--- config.mk ---
export PLATFORM = sky130hd
export DESIGN_NAME = zx_dram_arbiter
export DESIGN_NICKNAME = d
export VERILOG_FILES = /design/src/rtl/zx_dram_arbiter.sv
export SDC_FILE = /design/constraint.sdc
export NUM_CORES = 1
export LEC_CHECK = 0
export BUFFER_PORTS_ARGS = -buffer_cell sky130_fd_sc_hd__buf_2
export CAP_MARGIN = 20
export CORE_ASPECT_RATIO = 1.75
export CORE_MARGIN = 10
export CORE_UTILIZATION = 54
export CTS_CLUSTER_SIZE = 25
export DETAILED_ROUTE_END_ITERATION = 10
export PLACE_DENSITY_LB_ADDON = 0.15
export SYNTH_ARGS = -nofsm -noshare
export SYNTH_HDL_FRONTEND = slang
export SYNTH_SLANG_ARGS = --single-unit
--- constraint.sdc ---
create_clock -name C -period 2.7 [get_ports C]
set_clock_uncertainty 0.15 [all_clocks]
set_input_delay 0.27 -clock C [delete_from_list [all_inputs] [get_ports C]]
set_output_delay 0.27 -clock C [all_outputs]
set_load 0.02 [all_outputs]
--- src/rtl/zx_dram_arbiter.sv ---
`default_nettype none
// ----------------------------------------------------------------------------
// zx_dram_arbiter - Pentagon DRAM slot arbiter for video, CBR refresh and CPU. Rev 1.0
// ----------------------------------------------------------------------------
module zx_dram_arbiter #(
  parameter int MA_W         = 8,
  parameter int CPU_MAX_SKIP = 6,
  parameter int SKIP_W       = 3
) (
  input  logic              C,
  input  logic              R,
  input  logic              vid_req,
  input  logic [2*MA_W-1:0] vid_addr,
  input  logic              ref_req,
  input  logic              cpu_req,
  input  logic              cpu_we,
  input  logic [2*MA_W-1:0] cpu_addr,
  output logic [MA_W-1:0]   ma,
  output logic              ras_n,
  output logic              cas_n,
  output logic              we_n,
  output logic              mux_sel,
  output logic              vid_latch,
  output logic              cpu_ack,
  output logic              ref_ack,
  output logic              cpu_wait
);

  typedef enum logic [2:0] {
    S_IDLE, S_RAS, S_CAS, S_DATA, S_PRE, S_REF1, S_REF2, S_REF3
  } state_t;

  typedef enum logic [1:0] {K_NONE, K_VID, K_REF, K_CPU} kind_t;

  localparam logic [SKIP_W-1:0] C_SKIP_MAX = SKIP_W'(CPU_MAX_SKIP);

  state_t              state_q, state_d;
  kind_t               kind_q, kind_d;
  logic [2*MA_W-1:0]   addr_q, addr_d;
  logic                we_q, we_d;
  logic [SKIP_W-1:0]   skip_q, skip_d;
  logic [MA_W-1:0]     ma_q, ma_d;
  logic                ras_n_q, ras_n_d, cas_n_q, cas_n_d, we_n_q, we_n_d;
  logic                mux_sel_q, mux_sel_d;
  logic                vid_latch_q, vid_latch_d, cpu_ack_q, cpu_ack_d, ref_ack_q, ref_ack_d;
  logic                w_decide, w_force_cpu;
  logic [SKIP_W-1:0]   w_skip_inc, w_skip_next;

  // Outputs are registered from the current state, so pins lag the state by one clock.
  always_comb begin
    state_d     = state_q;
    kind_d      = kind_q;
    addr_d      = addr_q;
    we_d        = we_q;
    skip_d      = skip_q;
    ma_d        = ma_q;
    ras_n_d     = 1'b1;
    cas_n_d     = 1'b1;
    we_n_d      = 1'b1;
    mux_sel_d   = mux_sel_q;
    vid_latch_d = 1'b0;
    cpu_ack_d   = 1'b0;
    ref_ack_d   = 1'b0;
    w_decide    = (state_q == S_IDLE) || (state_q == S_PRE);
    w_force_cpu = cpu_req && (skip_q == C_SKIP_MAX);
    w_skip_inc  = (skip_q == C_SKIP_MAX) ? skip_q : skip_q + SKIP_W'(1);
    w_skip_next = cpu_req ? w_skip_inc : '0;

    case (state_q)
      S_RAS: begin
        ras_n_d = 1'b0;
        ma_d    = addr_q[2*MA_W-1:MA_W];
        state_d = S_CAS;
      end
      S_CAS: begin
        ras_n_d = 1'b0;
        cas_n_d = 1'b0;
        ma_d    = addr_q[MA_W-1:0];
        we_n_d  = ~((kind_q == K_CPU) && we_q);
        state_d = S_DATA;
      end
      S_DATA: begin
        ras_n_d     = 1'b0;
        cas_n_d     = 1'b0;
        we_n_d      = we_n_q;
        vid_latch_d = (kind_q == K_VID);
        cpu_ack_d   = (kind_q == K_CPU);
        state_d     = S_PRE;
      end
      S_REF1: begin
        cas_n_d = 1'b0;
        ma_d    = '0;
        state_d = S_REF2;
      end
      S_REF2: begin
        ras_n_d = 1'b0;
        cas_n_d = 1'b0;
        ma_d    = '0;
        state_d = S_REF3;
      end
      S_REF3: begin
        ras_n_d   = 1'b0;
        ma_d      = '0;
        ref_ack_d = 1'b1;
        state_d   = S_PRE;
      end
      default: ;
    endcase

    // Back-to-back arbitration: IDLE and PRE are the only decision points.
    if (w_decide) begin
      state_d = S_IDLE;
      kind_d  = K_NONE;
      skip_d  = '0;
      if (w_force_cpu || (cpu_req && !vid_req && !ref_req)) begin
        state_d   = S_RAS;
        kind_d    = K_CPU;
        addr_d    = cpu_addr;
        we_d      = cpu_we;
        mux_sel_d = 1'b0;
      end else if (vid_req) begin
        state_d   = S_RAS;
        kind_d    = K_VID;
        addr_d    = vid_addr;
        we_d      = 1'b0;
        mux_sel_d = 1'b1;
        skip_d    = w_skip_next;
      end else if (ref_req) begin
        state_d = S_REF1;
        kind_d  = K_REF;
        skip_d  = w_skip_next;
      end
    end
  end

  always_ff @(posedge C) begin
    if (R) begin
      state_q     <= S_IDLE;
      kind_q      <= K_NONE;
      addr_q      <= '0;
      we_q        <= 1'b0;
      skip_q      <= '0;
      ma_q        <= '0;
      ras_n_q     <= 1'b1;
      cas_n_q     <= 1'b1;
      we_n_q      <= 1'b1;
      mux_sel_q   <= 1'b0;
      vid_latch_q <= 1'b0;
      cpu_ack_q   <= 1'b0;
      ref_ack_q   <= 1'b0;
    end else begin
      state_q     <= state_d;
      kind_q      <= kind_d;
      addr_q      <= addr_d;
      we_q        <= we_d;
      skip_q      <= skip_d;
      ma_q        <= ma_d;
      ras_n_q     <= ras_n_d;
      cas_n_q     <= cas_n_d;
      we_n_q      <= we_n_d;
      mux_sel_q   <= mux_sel_d;
      vid_latch_q <= vid_latch_d;
      cpu_ack_q   <= cpu_ack_d;
      ref_ack_q   <= ref_ack_d;
    end
  end

  assign ma        = ma_q;
  assign ras_n     = ras_n_q;
  assign cas_n     = cas_n_q;
  assign we_n      = we_n_q;
  assign mux_sel   = mux_sel_q;
  assign vid_latch = vid_latch_q;
  assign cpu_ack   = cpu_ack_q;
  assign ref_ack   = ref_ack_q;
  assign cpu_wait  = cpu_req && !((kind_q == K_CPU) && (state_q != S_IDLE));

endmodule
`default_nettype wire

== After elaboration in Yosys (flattened, before gate mapping) ==
Cells that the tools add are included.
W data, S select, Z words.

* Bitwise operators: 2
* Reductions and logical operators: 22
* Muxes and demuxes: 24
* Equal/unequal tests: 10
* Add/subtract/negate cells: 1

{| class="wikitable"
|+ Operator list
! cell !! count
|-
| $mux W16 || 2
|-
| $mux W3 || 9
|-
| $pmux W8 S3 || 1
|-
| $eq A3 B3 Y1 const B || 5
|-
| $pmux W3 S5 || 1
|-
| $mux W1 || 7
|-
| $eq A3 B2 Y1 const B || 2
|-
| $logic_and A1 B1 Y1 || 6
|-
| $mux W2 || 3
|-
| $reduce_bool A3 Y1 || 2
|-
| $reduce_bool A6 Y1 || 1
|-
| $reduce_or A5 Y1 || 1
|-
| $reduce_or A2 Y1 || 2
|-
| $reduce_or A4 Y1 || 1
|-
| $add A3 B1 Y3 const B || 1
|-
| $eq A3 B1 Y1 const B || 1
|-
| $logic_not A1 Y1 || 3
|-
| $logic_not A3 Y1 || 1
|-
| $reduce_or A3 Y1 || 1
|-
| $eq A2 B1 Y1 const B || 1
|-
| $eq A2 B2 Y1 const B || 1
|-
| $logic_or A1 B1 Y1 || 2
|-
| $not A1 Y1 || 2
|-
| $pmux W1 S2 || 1
|-
| 2 further kinds || 2
|}

* Register bits after elaboration: 40

== Depth between registers and ports, before layout ==
* Depth in word-level cells: 6
* Depth in mapped cells: 8
* Depth with buffers taken out: 6

== Worst setup path after synthesis ==
OpenSTA, ideal clock, no wires.

* Path type: register -> register
* Start point: register skip_q[0]
* End point: register addr_q[10]
* Period minus slack after synthesis: 1.796 ns
* Arrival: 1.558 ns
* Library setup time: 0.089 ns
* Stages on the path, launching flop included: 9
* Slack: 0.904 ns
* Required time: 2.461 ns
* Path buffers: 2
* Path through: dfxtp_1 -> inv_1 -> ha_1 -> o2bb2ai_1 -> and2_1 -> buf_2 -> buf_1 -> nand2_1 -> a311oi_2

* Longest elaborated chain between the ends: 5

{| class="wikitable"
|+ Ends and longest elaborated chain
! element !! RTL line !! text
|-
| start: declaration || 41 || <nowiki>logic [SKIP_W-1:0] skip_q, skip_d;</nowiki>
|-
| start signal: assignment || 156 || <nowiki>skip_q <= skip_d;</nowiki>
|-
| $eq A3 B3 Y1 (*) || 65 || <nowiki>w_force_cpu = cpu_req && (skip_q == C_SKIP_MAX);</nowiki>
|-
| $logic_and A1 B1 Y1 (*) || 65 ||
|-
| $logic_or A1 B1 Y1 (*) || 115 || <nowiki>if (w_force_cpu || (cpu_req && !vid_req && !ref_req)) begin</nowiki>
|-
| $reduce_bool A2 Y1 (no source line) || n/a ||
|-
| $reduce_and A2 Y1 (no source line) || n/a ||
|-
| end signal: assignment || 154 || <nowiki>addr_q <= addr_d;</nowiki>
|-
| end: declaration || 39 || <nowiki>logic [2*MA_W-1:0] addr_q, addr_d;</nowiki>
|}

Every way passes the cells marked *; elsewhere a longest branch is shown, timed or not.
A chain may end at the register's enable or synchronous reset.

== Worst setup path after layout ==
* Start point: register state_q[1]
* End point: register addr_q[8]

* Longest elaborated chain between the ends: 3

{| class="wikitable"
|+ Ends and longest elaborated chain
! element !! RTL line !! text
|-
| start: declaration || 37 || <nowiki>state_t state_q, state_d;</nowiki>
|-
| start signal: assignment || 152 || <nowiki>state_q <= state_d;</nowiki>
|-
| $eq A3 B3 Y1 / $logic_not A3 Y1 (equally long branches) || 64 || <nowiki>w_decide = (state_q == S_IDLE) || (state_q == S_PRE);</nowiki>
|-
| $logic_or A1 B1 Y1 (*) || 64 ||
|-
| $reduce_and A2 Y1 (no source line) (*) || n/a ||
|}

Marks and branches as above.

==> metrics.txt <==
crit path DAT 2140 ps; number of synthesized flops with an enable pin 0; worst hold path endpoint we_q; Setup violations, final 0; Final min period 2079 ps; Area Overhead vs Synth 20.52%; Antenna Nets Post-Route 0; most common library cell in the layout ignoring fill and taps buf_2; Slew Limit Headroom 51.09%; fin worst setup slack 621.0 ps; H-tree lvl count 2; YS warnings 0; final WL 4.510 mm; syn nets 244; global placer's final weighted congestion 0.7451; Pre-Repair DR Iteration Count 4; Most used DFF post-synth dfxtp_1; Avg WL per Cell 15.29 um; row cnt 27; CTS root buf clkbuf_8; Die Area 6116 um2; vias in the first global route 1658; Initial Util 56.46%; clk buf depth 2; setup_tns 0 ps; Worst-path clk slew 70 ps; crit-path max FO 32; post-synthesis instance total 204; Post-CTS Resized 0; Non-Filler Instances 295; crit start category flop; XOR/XNOR Fraction of Synth Area 0.4885%; hold path start cpu_we; PD cells 692.6 nW/um2; Simple-Gate Fraction of Synth Area 25.12%; fraction of layout cells with a size suffix above 1 32.14%; final hold vios 0; fillers 276; Mapped Area 1793 um2; Pins Over Slew Limit 0; Max Fclk 0.4810 GHz; asr flop ratio synth 0%; TritonCTS clock tree done; Via density 5.346; first-pass GRT wire length 7.514 mm; Seq/Total Area, Yosys 44.66%; Die Span X 63.56 um; RSZ-0062 raised after global routing no; number of top-level design ports 54; Area contributors post-synth dfxtp_1 45%, a311oi_2 11%, nand2_1 8.0%; Final Cell Area 2161 um2; Static Leak 0.9030 nW; Global Route Usage Sum 15.28%; Cells after DPL 287; FF-to-FF setup slack 620 ps; Inserted Clock Buffers 5; Max Cap Viol 0; IR drop worst, VDD 0.0005971 V; commonest cells after routing, fill and taps aside 53 x buf_2, 40 x dfxtp_1, 38 x nand2_1; r2r endpoint addr_q[8]; Congestion Overflow GR 0; Worst Hold Class in -> reg; Antenna diodes 0; Nets 291; Synth top area share 44.66%; worst-skew pair later-pin latency 290 ps; Placed Area 2034 um2; final worst-path cycle share 77.00%; # DRC 0; largest net degree at the start of global routing 33; # clock sinks 40; biggest area consumer among synthesized cells dfxtp_1; Worst Reg-to-Reg Cells 5; Final Util 68.05%; Synth Register Bits 40; HPWL after DPL 3.338 mm; post-synthesis cell type count 36; Critical Path End Type flop; Hold Buf Count CTS 0; Setup WS pre-CTS 647.8 ps; WHS Path Cells 3; largest family of logic cells by synthesized area simple AND/OR/NAND/NOR gates; worst hold slack 77.81 ps; Vias 1577; kind of critical path reg -> reg; Critical Path RT 2760 ps; worst reg2reg startpoint state_q[1]; mux contribution to synthesized area 0.5583%; Mean Syn Cell Area 8.789 um2; 1st-iter DRT viols 43; core area 3176 um2; Setup Buffers After CTS 0; Die H 96.23 um; initial antenna violation count 0; Compound-Gate Fraction of Synth Area 21.98%; slew of the pin with the lowest slew margin 733.6 ps; Post-Synth Adder-Cell Area 1.396%; Overall Power 1.497 mW; run status completed; IO Port Bufs 53
[cell usage after synthesis (2+ instances only)]
| library cell | count |
|---|---|
| a21oi_1 | 10 |
| a311oi_1 | 3 |
| a311oi_2 | 13 |
| and2_1 | 2 |
| buf_1 | 2 |
| buf_2 | 2 |
| buf_4 | 2 |
| buf_6 | 4 |
| clkbuf_1 | 6 |
| dfxtp_1 | 40 |
| ha_1 | 2 |
| nand2_1 | 38 |
| nand2b_1 | 5 |
| nand3_1 | 3 |
| nor2_1 | 28 |
| nor2_2 | 3 |
| nor2b_1 | 2 |
| nor3_1 | 14 |
| o22ai_1 | 8 |
[sequential cells by signal, indices dropped and copies added, names as in the netlist]
signal     flops
addr_q        16
ma             8
skip_q         3
state_q        3
kind_q         2
cas_n          1
cpu_ack        1
mux_sel        1
ras_n          1
ref_ack        1
vid_latch      1
we_n           1
we_q           1
[power by group]
| group | switching [mW] | internal, mW | total [mW] |
|---|---|---|---|
| sequential | 0.0377 | 0.646 | 0.684 |
| clock | 0.204 | 0.326 | 0.530 |
| combinational | 0.168 | 0.115 | 0.282 |
[worst max-delay path by stage]
stage | from | end | cells after the start
final | state_q[1] | addr_q[8] | 5
after global routing | state_q[1] | addr_q[6] | 5
after CTS | state_q[1] | addr_q[8] | 5
after detailed placement | state_q[1] | addr_q[8] | 5
after global placement | state_q[0] | addr_q[5] | 5
after floorplan | skip_q[0] | addr_q[10] | 8
[layout make-up]
| cell class | count | area, um2 | area share, % |
|---|---|---|---|
| timing repair buffer | 56 | 287.8 | 13.32 |
| sequential | 40 | 800.8 | 37.06 |
| clock buffer | 7 | 96.34 | 4.459 |
| multi-input combinational | 147 | 888.4 | 41.11 |
| inverter | 1 | 3.754 | 0.1737 |
| clock inverter | 1 | 30.03 | 1.390 |
| tap | 43 | 53.80 | 2.490 |
[kinds of logic (layout without fill, tap and decap cells)]
| family | count (synthesis) | in the layout |
|---|---|---|
| xor+xnor | 1 | 1 |
| buf+inv | 17 | 65 |
| simple gates | 101 | 101 |
| flops | 40 | 40 |
| compound gates | 42 | 42 |
| mux | 1 | 1 |
| fa+ha+maj | 2 | 2 |
[per-layer routing]
layer / vias up / global-route usage (%) / part of all wire (%)
met2: 45 / 27.86 / 53
met3: 6 / 5.116 / 5.8
met4: 0 / 8.425 / 1.8
li1: 803 / - / -
met5: - / 0 / 0
met1: 723 / 14.85 / 39
[critical path: stages, from the launching register on]
cell	delay, ps
dfxtp_1	400
or2_1	390
a211oi_4	290
buf_4	410
nor2_1	100
a311oi_2	240
Note: power is estimated with default switching activity, not from simulation.
